`src/rtl/mkio_bc_control_pkg.sv`:
```
// Shared types and constants for the MKIO bus-controller slice: FSM states,
// completion codes, sync types and the command/status word field layout.
package mkio_pkg;

  typedef enum logic [3:0] {
    S_IDLE,
    S_TX_CMD,
    S_WAIT_TX,
    S_TX_RD,
    S_TX_DATA,
    S_RX_STATUS,
    S_RX_DATA,
    S_DONE,
    S_ERROR
  } state_t;

  localparam logic [2:0] ERR_OK      = 3'd0;
  localparam logic [2:0] ERR_TIMEOUT = 3'd1;
  localparam logic [2:0] ERR_PARITY  = 3'd2;
  localparam logic [2:0] ERR_ADDR    = 3'd3;
  localparam logic [2:0] ERR_SYNC    = 3'd4;

  localparam logic SYNC_CMD  = 1'b0;
  localparam logic SYNC_DATA = 1'b1;

  localparam int RT_MSB    = 15;
  localparam int RT_LSB    = 11;
  localparam int WR_RD_BIT = 10;
  localparam int SA_MSB    = 9;
  localparam int SA_LSB    = 5;
  localparam int WC_MSB    = 4;
  localparam int WC_LSB    = 0;

  function automatic logic [15:0] build_cmd(logic [4:0] rt, logic wr, logic [4:0] sa,
                                            logic [4:0] wc);
    logic [15:0] w;
    w                = '0;
    w[RT_MSB:RT_LSB] = rt;
    w[WR_RD_BIT]     = wr;
    w[SA_MSB:SA_LSB] = sa;
    w[WC_MSB:WC_LSB] = wc;
    return w;
  endfunction

endpackage

```
`src/rtl/mkio_bc_control_if.sv`:
```
// Word-level transmitter/receiver link between the bus controller (master)
// and the MKIO line coder (slave).
interface mkio_bc_control_if;
  logic        tx_ready;
  logic [15:0] tx_data;
  logic        tx_cd;
  logic        tx_busy;
  logic        rx_done;
  logic [15:0] rx_data;
  logic        rx_cd;
  logic        p_error;

  modport master (output tx_ready, tx_data, tx_cd,
                  input  tx_busy, rx_done, rx_data, rx_cd, p_error);
  modport slave  (input  tx_ready, tx_data, tx_cd,
                  output tx_busy, rx_done, rx_data, rx_cd, p_error);
endinterface

```
`src/rtl/mkio_bc_control_buffer.sv`:
```
// Single-port 2^BUF_AW x 16 word buffer, 1-cycle read latency; the FSM owns
// the port while a transaction runs, otherwise the host does.
module mkio_bc_buffer #(
  parameter int BUF_AW = 5
) (
  input  logic              clk,
  input  logic              fsm_own,
  input  logic [BUF_AW-1:0] host_addr,
  input  logic [15:0]       host_wdata,
  input  logic              host_we,
  input  logic [BUF_AW-1:0] fsm_addr,
  input  logic [15:0]       fsm_wdata,
  input  logic              fsm_we,
  output logic [15:0]       rdata
);

  logic [15:0]       mem [2**BUF_AW];
  logic [BUF_AW-1:0] addr;
  logic [15:0]       wdata;
  logic              we;
  logic [15:0]       rdata_d;
  logic [15:0]       rdata_q;

  always_comb begin
    addr    = fsm_own ? fsm_addr  : host_addr;
    wdata   = fsm_own ? fsm_wdata : host_wdata;
    we      = fsm_own ? fsm_we    : host_we;
    rdata_d = mem[addr];
  end

  always_ff @(posedge clk) begin
    if (we) mem[addr] <= wdata;
    rdata_q <= rdata_d;
  end

  assign rdata = rdata_q;

endmodule

```
`src/rtl/mkio_bc_control.sv`:
```
// MKIO bus-controller: sends a command word, then either transmits N data
// words and collects the RT status, or collects the status and N data words.
module mkio_bc_control
  import mkio_pkg::*;
#(
  parameter int RESP_TIMEOUT = 1000,
  parameter int BUF_AW       = 5
) (
  input  logic               clk,
  input  logic               reset,
  input  logic               start,
  input  logic [4:0]         rt_addr,
  input  logic [4:0]         subaddr,
  input  logic               wr_rd,
  input  logic [4:0]         word_cnt,
  output logic               busy,
  output logic               done,
  output logic [2:0]         err_code,
  output logic [15:0]        status_word,
  mkio_bc_control_if.master  bus,
  input  logic [BUF_AW-1:0]  buf_addr,
  input  logic [15:0]        buf_wdata,
  input  logic               buf_we,
  output logic [15:0]        buf_rdata
);

  localparam int TMO_W = $clog2(RESP_TIMEOUT + 1);

  state_t       state_q, state_d;
  logic         busy_q, busy_d, done_q, done_d;
  logic [2:0]   err_q, err_d;
  logic [15:0]  status_q, status_d;
  logic         tx_ready_q, tx_ready_d, tx_cd_q, tx_cd_d;
  logic [15:0]  tx_data_q, tx_data_d;
  logic [4:0]   rt_q, rt_d, sa_q, sa_d;
  logic         wr_q, wr_d;
  logic [5:0]   cnt_q, cnt_d, idx_q, idx_d;
  logic         cmd_phase_q, cmd_phase_d, seen_busy_q, seen_busy_d;
  logic [TMO_W-1:0] tmo_q, tmo_d;

  logic [15:0]       ram_rdata;
  logic              fsm_we;
  logic [BUF_AW-1:0] fsm_addr;
  logic [15:0]       fsm_wdata;

  mkio_bc_buffer #(.BUF_AW(BUF_AW)) u_buffer (
    .clk        (clk),
    .fsm_own    (busy_q),
    .host_addr  (buf_addr),
    .host_wdata (buf_wdata),
    .host_we    (buf_we),
    .fsm_addr   (fsm_addr),
    .fsm_wdata  (fsm_wdata),
    .fsm_we     (fsm_we),
    .rdata      (ram_rdata)
  );

  always_ff @(posedge clk) begin
    if (reset) begin
      state_q     <= S_IDLE;
      busy_q      <= 1'b0;
      done_q      <= 1'b0;
      err_q       <= ERR_OK;
      status_q    <= '0;
      tx_ready_q  <= 1'b0;
      tx_data_q   <= '0;
      tx_cd_q     <= SYNC_CMD;
      rt_q        <= '0;
      sa_q        <= '0;
      wr_q        <= 1'b0;
      cnt_q       <= '0;
      idx_q       <= '0;
      cmd_phase_q <= 1'b0;
      seen_busy_q <= 1'b0;
      tmo_q       <= '0;
    end else begin
      state_q     <= state_d;
      busy_q      <= busy_d;
      done_q      <= done_d;
      err_q       <= err_d;
      status_q    <= status_d;
      tx_ready_q  <= tx_ready_d;
      tx_data_q   <= tx_data_d;
      tx_cd_q     <= tx_cd_d;
      rt_q        <= rt_d;
      sa_q        <= sa_d;
      wr_q        <= wr_d;
      cnt_q       <= cnt_d;
      idx_q       <= idx_d;
      cmd_phase_q <= cmd_phase_d;
      seen_busy_q <= seen_busy_d;
      tmo_q       <= tmo_d;
    end
  end

  always_comb begin
    state_d     = state_q;
    busy_d      = busy_q;
    done_d      = 1'b0;
    err_d       = err_q;
    status_d    = status_q;
    tx_ready_d  = 1'b0;
    tx_data_d   = tx_data_q;
    tx_cd_d     = tx_cd_q;
    rt_d        = rt_q;
    sa_d        = sa_q;
    wr_d        = wr_q;
    cnt_d       = cnt_q;
    idx_d       = idx_q;
    cmd_phase_d = cmd_phase_q;
    seen_busy_d = seen_busy_q;
    tmo_d       = tmo_q;
    case (state_q)
      S_IDLE: if (start) begin
        state_d = S_TX_CMD;
        busy_d  = 1'b1;
        err_d   = ERR_OK;
        rt_d    = rt_addr;
        sa_d    = subaddr;
        wr_d    = wr_rd;
        cnt_d   = (word_cnt == 5'd0) ? 6'd32 : {1'b0, word_cnt};
        idx_d   = '0;
      end
      S_TX_CMD: if (!bus.tx_busy) begin
        tx_ready_d  = 1'b1;
        tx_data_d   = build_cmd(rt_q, wr_q, sa_q, cnt_q[4:0]);
        tx_cd_d     = SYNC_CMD;
        cmd_phase_d = 1'b1;
        seen_busy_d = 1'b0;
        state_d     = S_WAIT_TX;
      end
      // Two-phase wait: the word is on the line only once tx_busy has risen and fallen.
      S_WAIT_TX: begin
        if (!seen_busy_q) begin
          if (bus.tx_busy) seen_busy_d = 1'b1;
        end else if (!bus.tx_busy) begin
          tmo_d       = '0;
          cmd_phase_d = 1'b0;
          if ((cmd_phase_q && wr_q) || (!cmd_phase_q && idx_q == cnt_q))
            state_d = S_RX_STATUS;
          else
            state_d = S_TX_RD;
        end
      end
      S_TX_RD: state_d = S_TX_DATA;
      S_TX_DATA: if (!bus.tx_busy) begin
        tx_ready_d  = 1'b1;
        tx_data_d   = ram_rdata;
        tx_cd_d     = SYNC_DATA;
        idx_d       = idx_q + 6'd1;
        seen_busy_d = 1'b0;
        state_d     = S_WAIT_TX;
      end
      S_RX_STATUS: begin
        if (bus.rx_done) begin
          if (bus.p_error) begin
            err_d = ERR_PARITY; state_d = S_ERROR;
          end else if (bus.rx_cd != SYNC_CMD) begin
            err_d = ERR_SYNC; state_d = S_ERROR;
          end else if (bus.rx_data[RT_MSB:RT_LSB] != rt_q) begin
            err_d = ERR_ADDR; state_d = S_ERROR;
          end else begin
            status_d = bus.rx_data;
            idx_d    = '0;
            tmo_d    = '0;
            state_d  = wr_q ? S_RX_DATA : S_DONE;
          end
        end else if (tmo_q == TMO_W'(RESP_TIMEOUT)) begin
          err_d = ERR_TIMEOUT; state_d = S_ERROR;
        end else begin
          tmo_d = tmo_q + TMO_W'(1);
        end
      end
      S_RX_DATA: begin
        if (bus.rx_done) begin
          if (bus.p_error) begin
            err_d = ERR_PARITY; state_d = S_ERROR;
          end else if (bus.rx_cd != SYNC_DATA) begin
            err_d = ERR_SYNC; state_d = S_ERROR;
          end else begin
            idx_d = idx_q + 6'd1;
            tmo_d = '0;
            if (idx_q + 6'd1 == cnt_q) state_d = S_DONE;
          end
        end else if (tmo_q == TMO_W'(RESP_TIMEOUT)) begin
          err_d = ERR_TIMEOUT; state_d = S_ERROR;
        end else begin
          tmo_d = tmo_q + TMO_W'(1);
        end
      end
      S_DONE, S_ERROR: begin
        done_d  = 1'b1;
        busy_d  = 1'b0;
        state_d = S_IDLE;
      end
      default: state_d = S_IDLE;
    endcase
  end

  // Faulty words are not stored; only clean data words reach the buffer.
  always_comb begin
    fsm_addr  = BUF_AW'(idx_q);
    fsm_wdata = bus.rx_data;
    fsm_we    = (state_q == S_RX_DATA) && bus.rx_done && !bus.p_error &&
                (bus.rx_cd == SYNC_DATA);
  end

  assign busy         = busy_q;
  assign done         = done_q;
  assign err_code     = err_q;
  assign status_word  = status_q;
  assign bus.tx_ready = tx_ready_q;
  assign bus.tx_data  = tx_data_q;
  assign bus.tx_cd    = tx_cd_q;
  assign buf_rdata    = ram_rdata;

endmodule

```
`src/flat_wrapper.sv`:
```
// flat-port wrapper written by rule: the top's interface ports become plain ports
module mkio_bc_control_flat import mkio_pkg::*;
#(
  parameter int RESP_TIMEOUT = 1000,
  parameter int BUF_AW       = 5
)
  (clk, reset, start, rt_addr, subaddr, wr_rd, word_cnt, busy, done, err_code, status_word, buf_addr, buf_wdata, buf_we, buf_rdata, bus_tx_ready, bus_tx_data, bus_tx_cd, bus_tx_busy, bus_rx_done, bus_rx_data, bus_rx_cd, bus_p_error);
  mkio_bc_control_if bus_i ();
  input  logic clk;
  input  logic reset;
  input  logic start;
  input  logic [4:0] rt_addr;
  input  logic [4:0] subaddr;
  input  logic wr_rd;
  input  logic [4:0] word_cnt;
  output logic busy;
  output logic done;
  output logic [2:0] err_code;
  output logic [15:0] status_word;
  input  logic [BUF_AW-1:0] buf_addr;
  input  logic [15:0] buf_wdata;
  input  logic buf_we;
  output logic [15:0] buf_rdata;
  output wire logic [$bits(bus_i.tx_ready)-1:0] bus_tx_ready;
  output wire logic [$bits(bus_i.tx_data)-1:0] bus_tx_data;
  output wire logic [$bits(bus_i.tx_cd)-1:0] bus_tx_cd;
  input wire logic [$bits(bus_i.tx_busy)-1:0] bus_tx_busy;
  input wire logic [$bits(bus_i.rx_done)-1:0] bus_rx_done;
  input wire logic [$bits(bus_i.rx_data)-1:0] bus_rx_data;
  input wire logic [$bits(bus_i.rx_cd)-1:0] bus_rx_cd;
  input wire logic [$bits(bus_i.p_error)-1:0] bus_p_error;
  assign bus_tx_ready = bus_i.tx_ready;
  assign bus_tx_data = bus_i.tx_data;
  assign bus_tx_cd = bus_i.tx_cd;
  assign bus_i.tx_busy = bus_tx_busy;
  assign bus_i.rx_done = bus_rx_done;
  assign bus_i.rx_data = bus_rx_data;
  assign bus_i.rx_cd = bus_rx_cd;
  assign bus_i.p_error = bus_p_error;
  mkio_bc_control #(.RESP_TIMEOUT(RESP_TIMEOUT), .BUF_AW(BUF_AW)) u_core (.clk(clk), .reset(reset), .start(start), .rt_addr(rt_addr), .subaddr(subaddr), .wr_rd(wr_rd), .word_cnt(word_cnt), .busy(busy), .done(done), .err_code(err_code), .status_word(status_word), .bus(bus_i), .buf_addr(buf_addr), .buf_wdata(buf_wdata), .buf_we(buf_we), .buf_rdata(buf_rdata));
endmodule
```
`config.mk`:
```
export PLATFORM = sky130hd
export DESIGN_NAME = mkio_bc_control_flat
export DESIGN_NICKNAME = d
export VERILOG_FILES = /design/src/rtl/mkio_bc_control_pkg.sv /design/src/rtl/mkio_bc_control_if.sv /design/src/rtl/mkio_bc_control_buffer.sv /design/src/rtl/mkio_bc_control.sv /design/src/flat_wrapper.sv
export SDC_FILE = /design/constraint.sdc
export NUM_CORES = 1
export LEC_CHECK = 0
export CORE_MARGIN = 3
export CORE_UTILIZATION = 40
export DETAILED_ROUTE_END_ITERATION = 10
export PLACE_DENSITY = 0.53
export SLEW_MARGIN = 40
export SYNTH_ARGS = -nofsm -noshare
export SYNTH_HDL_FRONTEND = slang
export SYNTH_SLANG_ARGS = --single-unit
export TNS_END_PERCENT = 5
```
`constraint.sdc`:
```
create_clock -name clk -period 3.2 [get_ports clk]
set_input_delay 0.48 -clock clk [delete_from_list [all_inputs] [get_ports clk]]
set_output_delay 0.48 -clock clk [all_outputs]
set_load 0.05 [all_outputs]
```
After elaboration in Yosys (flattened, before gate mapping):

Memory sizes are Yosys's and may differ from the RTL's. A register that Yosys moved wholly into a read port is not among the register bits.
Index checks and enable logic that the tools add are counted.

* bits in registers: 78
* memory bits (writable): 512
* input bits: 61
* output and inout bits: 55
* logic and storage cells: 154
* memories: 1

Memory list
* u_core.u_buffer.mem: words 32, width 16, rd ports 1, clocked after Yosys merged registers in 1, write ports 1, line mkio_bc_control_buffer.sv:17 `logic [15:0] mem [2**BUF_AW];`

* $add $sub $neg: 2
* equality and inequality tests: 33
* mux-type cells: 68
* bitwise logic cells: 4
* reduce and logical (&&, ||, !) cells: 30

Operators with widths (count)
* two-way mux 10 bit: 10
* two-way mux 6 bit: 10
* two-way mux 4 bit: 13
* two-way mux 16 bit: 3
* case mux 16 bit (2 select lines): 1
* two-way mux 3 bit: 10
* case mux 10 bit (3 select lines): 1
* inequality test 2 bit (second input constant): 12
* case mux 4 bit (6 select lines): 1
* case mux 6 bit (4 select lines): 1
* equality test 4 x 3 -> 1 bit (second input constant): 4
* inequality test 3 bit (second input constant): 5
* equality test 6 bit: 2
* two-way mux 1 bit: 12
* adder 10 x 1 -> 10 bit (second input constant): 1
* equality test 10 bit (second input constant): 1
* inequality test 5 x 4 -> 1 bit (second input constant): 2
* AND reduction 10 bit: 1
* AND reduction 5 bit: 2
* case mux 3 bit (3 select lines): 1
* equality test 4 x 2 -> 1 bit (second input constant): 2
* case mux 1 bit (2 select lines): 4
* AND reduction 4 bit: 2
* AND reduction 8 bit: 1
* other kinds (19): 35

Longest topological paths before layout:

* word-level depth: 7
* depth in mapped cells: 10
* gate-level depth less buffers: 8

Modules after synthesis:

A second synthesis with hierarchy kept.

* cell total of the unflattened synthesis: 1549
* area, all modules: 24171.9 um2

By module, submodules not included
* mkio_bc_buffer: instances 1, cells each 1091, area an instance 20130.6 um2, seq. area each 15695.1 um2
* mkio_bc_control: instances 1, cells each 458, area an instance 4041.4 um2, seq. area each 1561.5 um2

Worst setup path before layout:

Ideal clock, no wire load.

* kind: reg2reg
* from: register u_core.busy_q, in the netlist u_core.busy
* to: memory u_core.u_buffer.mem[0][0] (enable)
* library setup time: 0.388 ns
* data arrival time: 2.820 ns
* required time: 2.812 ns
* path slack: -0.008 ns
* cell stages (with the launch flop): 9
* path buffers: 5
* clock period less this slack: 3.208 ns
* cells stage by stage: dfxtp_1 buf_6 mux2_4 buf_6 buf_6 buf_2 or3_1 clkbuf_1 nor2_1

* cells in the longest elaborated chain, start to end: 3
* elaborated cells between the ends (all ways): 4
* those cells by class: 4 x mux

Ends and longest elaborated chain
* from (decl): line mkio_bc_control.sv:30 `logic busy_q, busy_d, done_q, done_d;`
* from (signal assigned): line mkio_bc_control.sv:78 `busy_q <= busy_d;`
* two-way mux 1 bit: line mkio_bc_control_buffer.sv:27 `we = fsm_own ? fsm_we : host_we;`
* two-way mux 1 bit: line mkio_bc_control_buffer.sv:32 `if (we) mem[addr] <= wdata;`
* two-way mux 1 bit (implied by the code): line mkio_bc_control_buffer.sv:32
* to (decl): line mkio_bc_control_buffer.sv:17

Several ways; a longest one is shown, not always the timed one.

Worst setup path in the final report:

* from: register u_core.busy_q, in the netlist u_core.busy
* to: output busy

RTL lines
* to (decl): line flat_wrapper.sv:16 `output logic busy;`

No word-level cell between the ends.

==> reports/results.ini <==
[outcome]
outcome = finished clean

[global_routing]
grt_max_degree = 72
grt_overflow_total = 0
grt_pass1_vias = 14000
grt_util_all_layers_pct = 21.3
antenna_found_initial = 2
grt_pass1_wl_um = 97300

[setup_path]
crit_family = buffers and inverters
crit_slowest_cell = clkdlybuf4s50_1
reg2reg_depth = 6
crit_path_max_fanout = 19
cp_data_arrival_time_ps = 2390
r2r-end = u_core.u_buffer.rdata[0]
path_buf_inv = 2
worstSetupPathType = flip-flop to primary output
crit_path_end_kind = primary output
rr_startpoint = u_core.busy
start_kind = flip-flop
cpPeakStageDelay_ps = 860
required_ps = 2720
cp.depth = 2
timing.reg2reg.setup_slack_ps = 380
path_cells = buf_4, clkdlybuf4s50_1

[synth]
netlist_area_um2 = 23800
synthArstFlopShare_pct = 0
yosys_warnings = 0
avgSynthCellArea_um2 = 16.7
ys.flop_type = edfxtp_1
synth_enable_flop_cells = 512
syn_nets = 1489
syn_inst = 1425
synth_top_area_share_pct = 64.7
ys_seq_elements = 606
ys_seq_area_share_pct = 72.6
yosys-top-cells-area = edfxtp_1 65%, mux4_2 8.7%, dfxtp_1 7.9%
ys_types = 63
synth_area_leader_cell = edfxtp_1

[power_and_ir_drop]
p_leak_uw = 0.00936
ir_worst_vdd_uv = 509
p_clk_share_pct = 34.9
switching_share_pct = 28.0
pwr-share-seq_pct = 46.2
p_int_uw = 14700
power_density_nw_per_um2 = 709
combinationalPowerShare_pct = 18.9
finalPower_uw = 20500
switchingPower_uw = 5730

[timing]
fin_skew_ps = 16.2
relSlewSlack_pct = 41.0
fmaxAchievable_mhz = 349
hold_viol = 0
drv_slew = 0
setup_violations = 0
tightest_slew_ps = 885
min_period_ps = 2870
rsz0062_at_grt = false
period_share_pct = 89.6

[floorplanning]
rows = 88
dieHeight_um = 250
ioPinCount = 116
die-area_um2 = 62400
start_util_pct = 40.8
core_area_um2 = 58200
die_w_um = 250

[min_path]
hp-class = input pin to flip-flop
min_path_cells = 2
holdCritStartpoint = reset
hold-path-endpoint = u_core.busy

[route]
ant_nets = 0
first_pass_iters = 5
routed_wl_um = 66600
first_iter_violations = 1273
via_per_inst = 5.72
drc = 0
vias = 14100
wire_per_inst_um = 27.0

[clocking]
root_buffer = clkbuf_16
post-cts-setup-buffers = 0
cts-resized-gates = 0
clock_latency_ps = 590
cts_max_level = 3
cts.reportedPaths.clkPinSlew_ps = 60
clkSinkCount = 606
cts_tree = yes
cts_buffers = 66
cts_hold_buf = 0
cts_buffer_depth = 3

[layout]
drive_gt1_share_pct = 20.0
seqCellArea_um2 = 17300
area_growth_pct = 21.3
n_fill_cell = 4897
mostFrequentLayoutCell = edfxtp_1
final_cell_mix = 512 x edfxtp_1, 114 x clkdlybuf4s50_1, 100 x a22oi_1, 96 x nor2_1, 94 x buf_4
fin_area_um2 = 28800
diodes = 0
multi_input_area_um2 = 6150
final_nets = 1713

[flow_run]
max_cap_viol_count = 0

[placement]
dp_hpwl_um = 44100
place_area_um2 = 26800
io_buffers = 115
gp_congestion = 0.844

==> logic make-up after synthesis <==
kind of cell / synth area share [%]
adders and majority gates: 0.158
DFF: 72.6
and+or+nand+nor: 5.69
AOI/OAI and AO/OA: 7.59
muxes: 11.5
xor gates and xnor gates: 0.627
buffers and inverters: 1.79
==> metal layers <==
metal  share of wire (%)  track usage, %
met1                  43            29.9
met4                 2.4            6.73
met5                   0               0
met2                  48            34.4
met3                 6.2            3.36
==> layout make-up <==
cell class	instances	area share (%)
Inverter	11	0.143
Clock buffer	90	6.26
Clock inverter	26	0.677
Sequential cell	606	59.8
Timing Repair Buffer	238	8.44
Multi-Input combinational cell	726	21.3
Tap cell	765	3.32
==> worst max-delay path by stage <==
stage	start	endpoint	slack, ps
after floorplan	u_core.busy	u_core.u_buffer.mem[0][0]	-8
after global placement	buf_addr[0]	u_core.u_buffer.rdata[0]	-60
after detailed placement	buf_addr[0]	u_core.u_buffer.rdata[0]	-50
after CTS	u_core.busy	busy	290
after global routing	u_core.busy	u_core.u_buffer.rdata[0]	210
final	u_core.busy	busy	330
==> registers in the layout, summed over array words and instances (netlist names), 3 cells and up <==
signal and count:
u_core.bus.tx_data 16, u_core.cnt_q 6, u_core.err_code 3, u_core.idx_q 6, u_core.rt_q 5, u_core.sa_q 5, u_core.state_q 4, u_core.status_word 16
u_core.tmo_q 10, u_core.u_buffer.mem 512, u_core.u_buffer.rdata 16
==> cells in the mapped netlist, types with 11 or more instances <==
| master | instances |
|---|---|
| a211oi_1 | 22 |
| a21oi_1 | 79 |
| a22oi_1 | 100 |
| buf_2 | 25 |
| clkbuf_1 | 46 |
| dfxtp_1 | 94 |
| edfxtp_1 | 512 |
| inv_1 | 11 |
| mux2_2 | 19 |
| mux2i_1 | 44 |
| mux4_2 | 92 |
| nand2_1 | 74 |
| nand2b_1 | 15 |
| nand3_1 | 16 |
| nand4_1 | 17 |
| nor2_1 | 104 |
| nor3_1 | 13 |
==> per-stage QoR <==
stage / util (%) / hold WS [ps] / worst slack [ps] / instances / TNS [ps]
final: 49.5 / 209 / 334 / 2462 / 0
after global routing: 49.5 / 239 / 209 / 2462 / 0
after detailed placement: 46.0 / 449 / -52.0 / 2346 / -52.0
after global placement: 46.0 / 445 / -62.4 / 2346 / -62.4
after CTS: 49.5 / 170 / 285 / 2462 / 0
after floorplan: - / 436 / -7.97 / 1425 / -1020
==> worst register-to-register path, cell delays in order (launching register included) <==
cell and delay, ps:
dfxtp_2 580, mux2_8 470, buf_12 290, buf_4 200
mux4_2 550, a22oi_1 460, nand4_1 140
==> power groups by stage <==
| stage | clock (µW) | sequential (µW) | combinational [µW] |
|---|---|---|---|
| 2_1_floorplan | 0 | 9910 | 1840 |
| 3_3_place_gp | 0 | 9610 | 3840 |
| 3_5_place_dp | 0 | 9620 | 3880 |
| 4_1_cts | 7310 | 9450 | 3890 |
| 5_1_grt | 7630 | 9470 | 4110 |
| 6_report | 7140 | 9450 | 3860 |
Power figures use the tool's default switching activity.
